[config.mk]
export PLATFORM = sky130hd
export DESIGN_NAME = demux_stream_flat
export DESIGN_NICKNAME = d
export VERILOG_FILES = /design/src/rtl/demux_stream_pkg.sv /design/src/rtl/demux_stream_if.sv /design/src/rtl/demux_stream_slot.sv /design/src/rtl/demux_stream.sv /design/src/flat_wrapper.sv
export SDC_FILE = /design/constraint.sdc
export NUM_CORES = 1
export LEC_CHECK = 0
export CORE_ASPECT_RATIO = 2
export CORE_MARGIN = 3
export CORE_UTILIZATION = 50
export DETAILED_ROUTE_END_ITERATION = 16
export GPL_TIMING_DRIVEN = 0
export PLACE_DENSITY = 0.72
export SYNTH_ARGS = -nofsm -noshare
export SYNTH_HDL_FRONTEND = slang
export SYNTH_HIERARCHICAL = 1
export SYNTH_SLANG_ARGS = --single-unit
[constraint.sdc]
create_clock -name clk -period 3.9 [get_ports clk]
set_input_delay 0.78 -clock clk [delete_from_list [all_inputs] [get_ports clk]]
set_output_delay 0.78 -clock clk [all_outputs]
set_load 0.02 [all_outputs]
[src/rtl/demux_stream_pkg.sv]
// demux_stream_pkg: shared types and helpers for the one-hot stream demux.
// Holds the per-channel occupancy enum and the select-vector classifier.
package demux_stream_pkg;

    // Widest select vector onehot_check can classify.
    localparam int MAX_N = 64;

    typedef enum logic [1:0] {
        EMPTY = 2'd0,
        ONE   = 2'd1,
        FULL  = 2'd2
    } occ_e;

    // Returns {is_zero, is_multi} for a zero-extended select vector.
    // sel & (sel - 1) clears the lowest set bit; anything left is multi-hot.
    function automatic logic [1:0] onehot_check(input logic [MAX_N-1:0] sel);
        logic is_zero;
        logic is_multi;
        is_zero  = (sel == '0);
        is_multi = ((sel & (sel - MAX_N'(1))) != '0);
        return {is_zero, is_multi};
    endfunction

endpackage

[src/rtl/demux_stream_if.sv]
// demux_stream_if: input stream plus N output channels of the demux.
// Ports: i_valid/i_sel/i_data/o_ready (input side), o_valid/o_data/i_ready (outputs).
interface demux_stream_if #(
    parameter int N = 4,
    parameter int W = 32
);
    logic                  i_valid;
    logic [N-1:0]          i_sel;
    logic [W-1:0]          i_data;
    logic                  o_ready;
    logic [N-1:0]          o_valid;
    logic [N-1:0][W-1:0]   o_data;
    logic [N-1:0]          i_ready;

    modport master (
        output i_valid, i_sel, i_data, i_ready,
        input  o_ready, o_valid, o_data
    );

    modport slave (
        input  i_valid, i_sel, i_data, i_ready,
        output o_ready, o_valid, o_data
    );

endinterface

[src/rtl/demux_stream_slot.sv]
// demux_stream_slot: one 2-entry output buffer with EMPTY/ONE/FULL occupancy.
// Ports: clk, rst_n, push/push_data in, pop in, available/valid/data out.
module demux_stream_slot
    import demux_stream_pkg::*;
#(
    parameter int W = 32
) (
    input  logic         clk,
    input  logic         rst_n,
    input  logic         push,
    input  logic [W-1:0] push_data,
    input  logic         pop,
    output logic         available,
    output logic         valid,
    output logic [W-1:0] data
);

    occ_e         state_q, state_d;
    logic [W-1:0] hd_q, hd_d;
    logic [W-1:0] tl_q, tl_d;
    logic         do_pop;

    assign valid     = (state_q != EMPTY);
    assign available = (state_q != FULL);
    assign data      = hd_q;
    assign do_pop    = pop & valid;

    always_ff @(posedge clk) begin
        if (!rst_n) begin
            state_q <= EMPTY;
            hd_q    <= '0;
            tl_q    <= '0;
        end else begin
            state_q <= state_d;
            hd_q    <= hd_d;
            tl_q    <= tl_d;
        end
    end

    // Head register always presents the oldest beat; a pop from FULL
    // shifts the tail forward. Data is left in place on a pop to EMPTY.
    always_comb begin
        state_d = state_q;
        hd_d    = hd_q;
        tl_d    = tl_q;
        unique case (state_q)
            EMPTY: begin
                if (push) begin
                    state_d = ONE;
                    hd_d    = push_data;
                end
            end
            ONE: begin
                if (push && do_pop) begin
                    hd_d = push_data;
                end else if (push) begin
                    state_d = FULL;
                    tl_d    = push_data;
                end else if (do_pop) begin
                    state_d = EMPTY;
                end
            end
            FULL: begin
                if (do_pop) begin
                    hd_d = tl_q;
                    if (push) begin
                        tl_d = push_data;
                    end else begin
                        state_d = ONE;
                    end
                end
            end
            default: state_d = EMPTY;
        endcase
    end

endmodule

[src/rtl/demux_stream.sv]
// demux_stream: steers a one-hot tagged valid/ready stream to N buffered channels.
// Ports: clk, rst_n, io (demux_stream_if.slave); o_err when DEMUX_STREAM_ERR_EN.
module demux_stream
    import demux_stream_pkg::*;
#(
    parameter int N = 4,
    parameter int W = 32
) (
    input  logic clk,
    input  logic rst_n,
`ifdef DEMUX_STREAM_ERR_EN
    output logic o_err,
`endif
    demux_stream_if.slave io
);

    logic [N-1:0]        avail;
    logic [N-1:0]        valid_v;
    logic [N-1:0]        push_v;
    logic [N-1:0]        pop_v;
    logic [N-1:0][W-1:0] data_v;
    logic                fits;
    logic                accept;

    // Every selected channel must have registered room; a same-cycle
    // pop never frees a FULL slot, keeping ready paths registered.
    assign fits   = &(~io.i_sel | avail);
    assign accept = io.i_valid & io.o_ready;
    assign pop_v  = valid_v & io.i_ready;

`ifdef DEMUX_STREAM_ERR_EN
    logic is_zero;
    logic is_multi;
    logic bad;

    assign {is_zero, is_multi} = onehot_check(MAX_N'(io.i_sel));
    assign bad        = is_zero | is_multi;
    // Malformed selects are always swallowed so they cannot stall the source.
    assign io.o_ready = rst_n & (bad | fits);
    assign push_v     = {N{accept & ~bad}} & io.i_sel;

    always_ff @(posedge clk) begin
        if (!rst_n) begin
            o_err <= 1'b0;
        end else if (accept && bad) begin
            o_err <= 1'b1;
        end
    end
`else
    // Zero select falls through as "fits" and is dropped; multi-hot
    // broadcasts once all selected channels have room.
    assign io.o_ready = rst_n & fits;
    assign push_v     = {N{accept}} & io.i_sel;
`endif

    for (genvar k = 0; k < N; k++) begin : g_slot
        demux_stream_slot #(
            .W (W)
        ) u_slot (
            .clk       (clk),
            .rst_n     (rst_n),
            .push      (push_v[k]),
            .push_data (io.i_data),
            .pop       (pop_v[k]),
            .available (avail[k]),
            .valid     (valid_v[k]),
            .data      (data_v[k])
        );
    end

    assign io.o_valid = valid_v;
    assign io.o_data  = data_v;

endmodule

[src/flat_wrapper.sv]
// flat-port wrapper written by rule: the top's interface ports become plain ports
module demux_stream_flat import demux_stream_pkg::*;
#(
    parameter int N = 4,
    parameter int W = 32
)
  (clk, rst_n, io_i_valid, io_i_sel, io_i_data, io_i_ready, io_o_ready, io_o_valid, io_o_data);
  demux_stream_if #(.N(N), .W(W)) io_i ();
  input  logic clk;
  input  logic rst_n;
  input wire logic [$bits(io_i.i_valid)-1:0] io_i_valid;
  input wire logic [$bits(io_i.i_sel)-1:0] io_i_sel;
  input wire logic [$bits(io_i.i_data)-1:0] io_i_data;
  input wire logic [$bits(io_i.i_ready)-1:0] io_i_ready;
  output wire logic [$bits(io_i.o_ready)-1:0] io_o_ready;
  output wire logic [$bits(io_i.o_valid)-1:0] io_o_valid;
  output wire logic [$bits(io_i.o_data)-1:0] io_o_data;
  assign io_i.i_valid = io_i_valid;
  assign io_i.i_sel = io_i_sel;
  assign io_i.i_data = io_i_data;
  assign io_i.i_ready = io_i_ready;
  assign io_o_ready = io_i.o_ready;
  assign io_o_valid = io_i.o_valid;
  assign io_o_data = io_i.o_data;
  demux_stream #(.N(N), .W(W)) u_core (.clk(clk), .rst_n(rst_n), .io(io_i));
endmodule
# Word level (Yosys, flattened, before mapping)

Cells that the tools add are included.

Equal/unequal tests: 36
Multiplexer cells: 60
Bitwise operators: 10
Reduce and logical (&&, ||, !) cells: 33

Operators with widths:

| kind                                                   | count |
|---|---|
| two-way mux 32 bit                                     | 24 |
| case mux 32 bit (3 select lines)                       | 4 |
| case mux 32 bit (2 select lines)                       | 4 |
| two-way mux 2 bit                                      | 24 |
| inequality test 2 bit (second input constant)          | 20 |
| case mux 2 bit (3 select lines)                        | 4 |
| AND reduction 4 bit                                    | 5 |
| AND reduction 5 bit                                    | 4 |
| nonzero test 2 bit                                     | 8 |
| inequality test 3 x 2 -> 1 bit (second input constant) | 4 |
| AND reduction 3 bit                                    | 4 |
| nonzero test 3 bit                                     | 4 |
| bitwise AND 4 bit                                      | 2 |
| equality test 2 x 1 -> 1 bit (second input constant)   | 4 |
| equality test 2 bit (second input constant)            | 4 |
| logical NOT 2 bit                                      | 4 |
| inequality test 2 x 1 -> 1 bit (second input constant) | 4 |
| bitwise AND 1 bit                                      | 6 |
| logical AND 1 bit                                      | 4 |
| inverter 4 bit                                         | 1 |
| OR 4 bit                                               | 1 |

Flip-flop bits (word level): 264
Logic and storage cells: 151

# Longest topological paths before layout

Gate-level depths: netlist (run 1).

Depth after elaboration: 9
Depth in mapped cells: 11
Depth with buffers taken out: 7

# Hierarchy

The synthesis (run 1) kept the hierarchy.

Modules (own cells, without submodules):

| module            | times used | cells an instance | area each (sq um) |
|---|---|---|---|
| demux_stream_slot | 4          | 310               | 3024.2 |
| demux_stream      | 1          | 18                | 120.1 |

# Worst setup path after synthesis (run 1)

OpenSTA, ideal clock, no wires.

Kind: register to register
Start: register u_core.g_slot[0].u_slot.state_q[0]
End: register u_core.g_slot[0].u_slot.hd_q[26]
Arrival time: 2.262 ns
Required time: 3.821 ns
Path slack: 1.559 ns
Stages on the path, launching flop included: 12
Buffers on the path: 4
Clock period less this slack: 2.341 ns
Path through: dfxtp_1 nand2b_1 buf_2 buf_4 nand2b_2 o2111ai_4 nor2_1 nor2b_1 buf_2 clkbuf_1 a211oi_1 a211oi_2

Longest elaborated chain between the ends: 9
Elaborated cells on any way between the ends: 19
Those cells by class: 6 x eq/ne; 1 x mux; 6 x bitwise; 6 x reduce/logical

Ends and longest elaborated chain:

| element                           | RTL line                | source |
|---|---|---|
| start: declaration                | demux_stream_slot.sv:18 | `occ_e state_q, state_d;` |
| start signal: assignment          | demux_stream_slot.sv:34 | `state_q <= state_d;` |
| inequality test 2 bit (*)         | demux_stream_slot.sv:24 | `assign available = (state_q != FULL);` |
| named net u_core.avail[0]         | demux_stream.sv:17      | `logic [N-1:0] avail;` |
| OR 4 bit (*)                      | demux_stream.sv:27      | `assign fits = &(~io.i_sel \| avail);` |
| AND reduction 4 bit (*)           | demux_stream.sv:27      |  |
| bitwise AND 1 bit (*)             | demux_stream.sv:52      | `assign io.o_ready = rst_n & fits;` |
| bitwise AND 1 bit (*)             | demux_stream.sv:28      | `assign accept = io.i_valid & io.o_ready;` |
| bitwise AND 4 bit (*)             | demux_stream.sv:53      | `assign push_v = {N{accept}} & io.i_sel;` |
| named net u_core.push_v[0]        | demux_stream.sv:19      | `logic [N-1:0] push_v;` |
| logical AND 1 bit                 | demux_stream_slot.sv:54 | `if (push && do_pop) begin` |
| inequality test 2 bit (no line)   | n/a                     |  |
| AND reduction 4 bit (no line) (*) | n/a                     |  |
| end signal: assignment            | demux_stream_slot.sv:31 | `hd_q <= '0;` |
| end signal: assignment            | demux_stream_slot.sv:35 | `hd_q <= hd_d;` |
| end: declaration                  | demux_stream_slot.sv:19 | `logic [W-1:0] hd_q, hd_d;` |

Mark *: on every way through the listed nets, which the timed path passes. The rest lies on a longest branch.
A chain may end at the register's enable or synchronous reset.

# Worst setup path after layout (run 1)

Start: input port rst_n
End: output port io_o_ready

Longest elaborated chain between the ends: 1

Ends and longest elaborated chain:

| element            | RTL line           | source |
|---|---|---|
| start: declaration | flat_wrapper.sv:10 | `input logic rst_n;` |
| bitwise AND 1 bit  | demux_stream.sv:52 |  |
| end: declaration   | flat_wrapper.sv:15 | `output wire logic [$bits(io_i.o_ready)-1:0] io_o_ready;` |

No other way between the ends.

==> flow_summary.json, run 1 <==
{
  "dieWidth_um": 117,
  "placement_rows": 80,
  "finalHoldWorstSlack_ns": 0.456,
  "yosys.area_share.adder_pct": 0,
  "synthesis.instances": 1258,
  "vdd_ir_drop_max_uv": 324,
  "pwr-share-seq_pct": 46.7,
  "dieHeight_um": 227,
  "total_net_switching_power_mw": 1.56,
  "slew_violations": 0,
  "rsz_0062_raised_after_global_routing": "no",
  "antennaDiodeCount": 0,
  "yosys-top-cells-area": "sky130_fd_sc_hd__dfxtp_1 (43%), sky130_fd_sc_hd__mux2i_1 (21%), sky130_fd_sc_hd__a211oi_1 (15%)",
  "synth-seq-cells": 264,
  "tritoncts.num_buffers": 24,
  "drt_wl_total_um": 34300,
  "drt.antenna.violating_nets": 0,
  "xor_xnor_share_of_the_synthesized_area_pct": 0,
  "grt-ovfl-total": 0,
  "clock_sink_count": 264,
  "crit_type": "input pin to output port",
  "synth.distinct_cells": 29,
  "synth-async-reset-ratio_pct": 0,
  "power.density_cell_area_mw_per_mm2": 403,
  "htree_levels": 1,
  "root_buffer": "sky130_fd_sc_hd__clkbuf_16",
  "detail_route.vias_per_cell": 5.74,
  "slew-limit-headroom_pct": 45.3,
  "outcome": "completed",
  "met2RoutedLength_um": 17800,
  "synth_top_area_share_pct": 43.3,
  "fmax_mhz": 277,
  "io-pin-count": 176,
  "setup_viol_count_final": 0,
  "drt_iter0_markers": 630,
  "layoutNonFillerInstCount": 1762,
  "ys_dominant_reg_cell": "sky130_fd_sc_hd__dfxtp_1",
  "internal_power_mw": 4.54,
  "hpwl_um": 25000,
  "global_route_wire_length_before_repair_um": 52700,
  "yosys-top-cells-count": "sky130_fd_sc_hd__dfxtp_1 (264), sky130_fd_sc_hd__nand2_1 (260), sky130_fd_sc_hd__mux2i_1 (256), sky130_fd_sc_hd__a211oi_1 (248), sky130_fd_sc_hd__clkbuf_1 (68)",
  "total_power_draw_mw": 6.10,
  "portBuffers": 175,
  "synth_area_mm2": 0.0122,
  "post_drt_wl_per_cell_um": 19.5,
  "finalWeightedCongestion": 0.891,
  "syn-mean-instance-area_um2": 9.71,
  "final.setup.tns_ns": 0,
  "track_usage_pct": 25.1,
  "cts-hold-fix-buffers": 0,
  "setup.worst_path.start_class": "input pin",
  "dieArea_mm2": 0.0265,
  "synth_enable_flop_cells": 0,
  "synth_top_family_by_area": "multiplexers",
  "post-cts-setup-buffer-count": 0,
  "clk_path_buf_depth": 3,
  "cp.required_ns": 3.12,
  "netSwitchingFraction_pct": 25.6,
  "wl_met3_um": 1340,
  "synth-compound-area-share_pct": 17.6,
  "type_of_the_worst_min_delay_path": "flip-flop to flip-flop",
  "power_frac_clock_pct": 39.6,
  "leakagePower_nw": 6.07,
  "r2r_setup_slack_ns": 0.80,
  "layout-drive-gt1-share_pct": 8.20,
  "timing.critical_path.arrival_ns": 2.84,
  "maxCapViolations": 0,
  "post_synth_and_or_nand_nor_area_fraction_pct": 11.2,
  "via_count_of_the_first_global_routing_pass": 9798,
  "post_cts_resized": 0,
  "num_vias": 10100,
  "yosys_warnings": 6,
  "fp.coreArea_mm2": 0.0239,
  "power.combinational.fraction_pct": 13.8,
  "uppermost_routed_layer": "met4",
  "worst_clock_skew_ns": 0.0187,
  "met1_length_um": 13600,
  "clk_transition_reported_paths_ns": 0.06,
  "place.detailed.instances": 1720,
  "detailedRoute.firstPassIterationCount": 4,
  "finish.net_count": 1502,
  "grt_antenna_before_repair": 0,
  "mux_cell_area_share_after_synthesis_pct": 21.0,
  "cts_tree": "built",
  "finalWorstPathRequiredPeriod_ns": 3.62,
  "yosysTopAreaCell": "sky130_fd_sc_hd__dfxtp_1",
  "crit_path_max_fanout": 13,
  "timing.final.crit_share_pct": 92.7,
  "area_growth_syn_to_layout_pct": 23.9,
  "drc_errors": 0,
  "crit_path_end_kind": "output port",
  "final_hold_viol_count": 0,
  "tightest_slew_ns": 0.819,
  "worst_skew_pair.late_latency_ns": 0.53,
  "starting_density_pct": 51.1,
  "grt_max_degree": 16,
  "synth_sequential_area_ratio_pct": 43.3,
  "synth.net_count": 1301,
  "post-synth-top-count-cell": "sky130_fd_sc_hd__dfxtp_1"
}
==> logic make-up after synthesis <==
logic type             count (synthesis)
and+or+nand+nor                      320
DFF                                  264
muxes                                256
AOI/OAI and AO/OA                    281
buffers and inverters                137
==> routing by layer <==
metal,up-vias,track usage [%]
li1,4939,-
met1,4837,30.3
met2,265,44.7
met3,77,2.53
met4,0,11.0
met5,-,0
==> worst paths after layout <==
| kind | startpoint | endpoint | cells after the start |
|---|---|---|---|
| setup / recovery | rst_n | io_o_ready | 4 |
| hold / removal | u_core/g_slot[3].u_slot/tl_q[0] | u_core/g_slot[3].u_slot/tl_q[0] | 2 |
| setup reg to reg | u_core/g_slot[1].u_slot/state_q[0] | u_core/g_slot[1].u_slot/data[25] | 11 |
| hold reg to reg | u_core/g_slot[3].u_slot/tl_q[0] | u_core/g_slot[3].u_slot/tl_q[0] | 2 |
==> per-stage QoR <==
step | setup WS (ns) | instance area, um^2 | util (%)
global placement | 0.186 | 14300 | 59.9
detailed placement | 0.148 | 14300 | 59.9
finish | 0.284 | 15100 | 63.3
CTS | 0.289 | 15100 | 63.3
global route | 0.244 | 15100 | 63.3
floorplan | 1.56 | 12200 | -
==> critical path, cell delays in order <==
cell and delay, ns:
sky130_fd_sc_hd__clkdlybuf4s50_1 1.00, sky130_fd_sc_hd__o2111ai_4 0.25, sky130_fd_sc_hd__nor2b_2 0.17, sky130_fd_sc_hd__clkdlybuf4s50_1 0.61
==> area by class of cell <==
class                   instances  area, um^2
multi-input cells             857        6080
clock inverters                 4        51.3
fillers                      2030        8790
flip-flops and latches        264        5290
plain buffers                 132         831
inverters                       5        18.8
well taps                     287         359
repair buffers                175        1750
clock buffers                  38         754
==> flip-flops by register name, indices dropped and copies added (netlist names) <==
name / cells
u_core/g_slot.u_slot/state_q: 8
u_core/g_slot.u_slot/tl_q: 128
u_core/g_slot.u_slot/data: 128
==> layout by cell type, fill, tap and decap left out, drive strengths merged <==
cell type / count
clkinv: 2
a21o: 4
a21oi: 8
o22a: 4
nor3b: 4
nor2b: 9
or2b: 4
dfxtp: 264
mux2i: 256
clkdlybuf4s50: 175
buf: 64
and3b: 4
or3b: 4
nand3b: 4
nor2: 8
or2: 4
clkbuf: 106
o21a: 8
nand2b: 11
a211oi: 256
bufinv: 1
o2111ai: 1
and2: 4
inv: 6
nand3: 4
nand2: 260
==> power groups by stage <==
stage / logic [mW] / registers [mW] / clock network (mW)
finish: 0.841 / 2.85 / 2.41
global route: 0.902 / 2.85 / 2.56
CTS: 0.841 / 2.85 / 2.46
detailed placement: 0.836 / 2.91 / 0
global placement: 0.826 / 2.91 / 0
floorplan: 0.377 / 2.99 / 0
Power figures use the tool's default switching activity.
==> inputs of run 2 (changes only) <==
--- a/config.mk
+++ b/config.mk
@@ -11,6 +11,7 @@
 export DETAILED_ROUTE_END_ITERATION = 16
 export GPL_TIMING_DRIVEN = 0
 export PLACE_DENSITY = 0.72
+export SLEW_MARGIN = 20
 export SYNTH_ARGS = -nofsm -noshare
 export SYNTH_HDL_FRONTEND = slang
 export SYNTH_HIERARCHICAL = 1
==> results of run 2 <==
Final layout, timing and power as in run 1 (identical DEF).
==> inputs of run 3 (changes only) <==
--- a/config.mk
+++ b/config.mk
@@ -8,9 +8,11 @@
 export CORE_ASPECT_RATIO = 2
 export CORE_MARGIN = 3
 export CORE_UTILIZATION = 50
+export CTS_BUF_LIST = sky130_fd_sc_hd__clkbuf_2
 export DETAILED_ROUTE_END_ITERATION = 16
 export GPL_TIMING_DRIVEN = 0
 export PLACE_DENSITY = 0.72
+export SKIP_CTS_REPAIR_TIMING = 1
 export SLEW_MARGIN = 20
 export SYNTH_ARGS = -nofsm -noshare
 export SYNTH_HDL_FRONTEND = slang
==> flow_summary.json, run 3 (synthesis results as in run 1) <==
{
  "outcome": "completed",
  "area_growth_syn_to_layout_pct": 21.5,
  "drt_iter0_markers": 538,
  "cts_tree": "built",
  "crit_type": "flip-flop to output port",
  "dieArea_mm2": 0.0265,
  "drc_errors": 0,
  "dieWidth_um": 117,
  "finalWorstPathRequiredPeriod_ns": 3.34,
  "layout-drive-gt1-share_pct": 11.5,
  "maxCapViolations": 0,
  "timing.critical_path.arrival_ns": 2.56,
  "global_route_wire_length_before_repair_um": 52800,
  "worst_clock_skew_ns": 0.0361,
  "fmax_mhz": 300,
  "starting_density_pct": 51.1,
  "slew_violations": 0,
  "drt_wl_total_um": 34300,
  "tightest_slew_ns": 0.792,
  "vdd_ir_drop_max_uv": 193,
  "dieHeight_um": 227,
  "grt_max_degree": 15,
  "setup.worst_path.start_class": "flip-flop",
  "root_buffer": "sky130_fd_sc_hd__clkbuf_2",
  "portBuffers": 175,
  "rsz_0062_raised_after_global_routing": "no",
  "num_vias": 10300,
  "grt_antenna_before_repair": 1,
  "timing.final.crit_share_pct": 85.5,
  "drt.antenna.violating_nets": 0,
  "clk_transition_reported_paths_ns": 0.11,
  "final_hold_viol_count": 0,
  "finish.net_count": 1536,
  "type_of_the_worst_min_delay_path": "flip-flop to flip-flop",
  "worst_skew_pair.late_latency_ns": 0.83,
  "placement_rows": 80,
  "clock_sink_count": 264,
  "fin_worst_setup_slack_ns": 0.564,
  "fp.coreArea_mm2": 0.0239,
  "tritoncts.num_buffers": 58,
  "layout_common_cells": "sky130_fd_sc_hd__dfxtp_1 (264), sky130_fd_sc_hd__nand2_1 (260), sky130_fd_sc_hd__mux2i_1 (256)",
  "track_usage_pct": 25.2,
  "detail_route.vias_per_cell": 5.65,
  "cp.required_ns": 3.12,
  "finalWeightedCongestion": 0.891,
  "leading_cell_type_in_the_layout_fill_and_taps_excluded": "sky130_fd_sc_hd__dfxtp_1",
  "ordered_list_of_cells_on_the_worst_path": "nand2b_1, buf_2, buf_4, nand2b_2, o2111ai_4, nor2b_2, dlymetal6s2s_1",
  "slowest_stage": "sky130_fd_sc_hd__dfxtp_1",
  "via_count_of_the_first_global_routing_pass": 10100,
  "final.setup.tns_ns": 0,
  "power.density_cell_area_mw_per_mm2": 361,
  "post_drt_wl_per_cell_um": 18.8,
  "hpwl_um": 25000,
  "dp_slack_ns": 0.148,
  "crit_path_max_fanout": 10,
  "io-pin-count": 176,
  "leakagePower_nw": 6.09,
  "htree_levels": 2,
  "detailedRoute.firstPassIterationCount": 5,
  "max_stage_delay_ns": 0.42,
  "setup_viol_count_final": 0,
  "crit_path_end_kind": "output port",
  "grt-ovfl-total": 0,
  "fillerInstances": 2108,
  "clk_path_buf_depth": 3,
  "slew-limit-headroom_pct": 47.0
}
run 3: path summary, 6_finish.rpt:
check	from	cells past startpoint	slack, ns	end
max reg2reg	u_core/g_slot[0].u_slot/state_q[0]	11	0.83	u_core/g_slot[2].u_slot/data[30]
min reg2reg	u_core/g_slot[3].u_slot/tl_q[0]	2	0.46	u_core/g_slot[3].u_slot/tl_q[0]
max	u_core/g_slot[0].u_slot/state_q[0]	7	0.56	io_o_ready
min	u_core/g_slot[3].u_slot/tl_q[0]	2	0.46	u_core/g_slot[3].u_slot/tl_q[0]
run 3: where the power goes:
| group | switching [mW] | internal, mW |
|---|---|---|
| clock network | 1.06 | 0.613 |
| logic | 0.480 | 0.358 |
| registers | 0.0589 | 2.79 |
run 3: area by class of cell:
class,count,area [um^2],area share (%)
Timing Repair Buffer,175,1750,11.8
Tap cell,287,359,2.42
Multi-Input combinational cell,857,6080,41.0
Sequential cell,264,5290,35.6
Buffer,132,835,5.62
Clock inverter,11,42.5,0.287
Clock buffer,92,460,3.10
Antenna cell,1,2.50,0.0169
Inverter,5,18.8,0.126
run 3: metal layers:
layer / vias to the layer above / global-route usage [%] / wire, um
met5: - / 0 / 0
met4: 0 / 12.0 / 1510
met3: 87 / 3.51 / 1610
met2: 329 / 44.5 / 17800
met1: 4857 / 29.6 / 13400
li1: 5027 / - / -
run 3: stage by stage:
stage / total power, mW / hold WS (ns) / utilization [%] / instances / area (um^2)
final: 5.35 / 0.461 / 62.0 / 1824 / 14800
after global routing: 5.61 / 0.474 / 62.0 / 1824 / 14800
after CTS: 5.42 / 0.463 / 62.0 / 1823 / 14800
after detailed placement: 3.74 / 0.446 / 59.9 / 1720 / 14300
after global placement: 3.73 / 0.441 / 59.9 / 1720 / 14300
after floorplan: 3.37 / 0.434 / - / 1258 / 12200
run 3: worst max-delay path: cells and delay by family, from the launching register on:
kind / cells / cell delay, ns
flip-flops: 1 / 0.42
AND/OR/NAND/NOR: 3 / 0.45
buffers and inverters: 3 / 0.70
AO/OA/AOI/OAI: 1 / 0.15
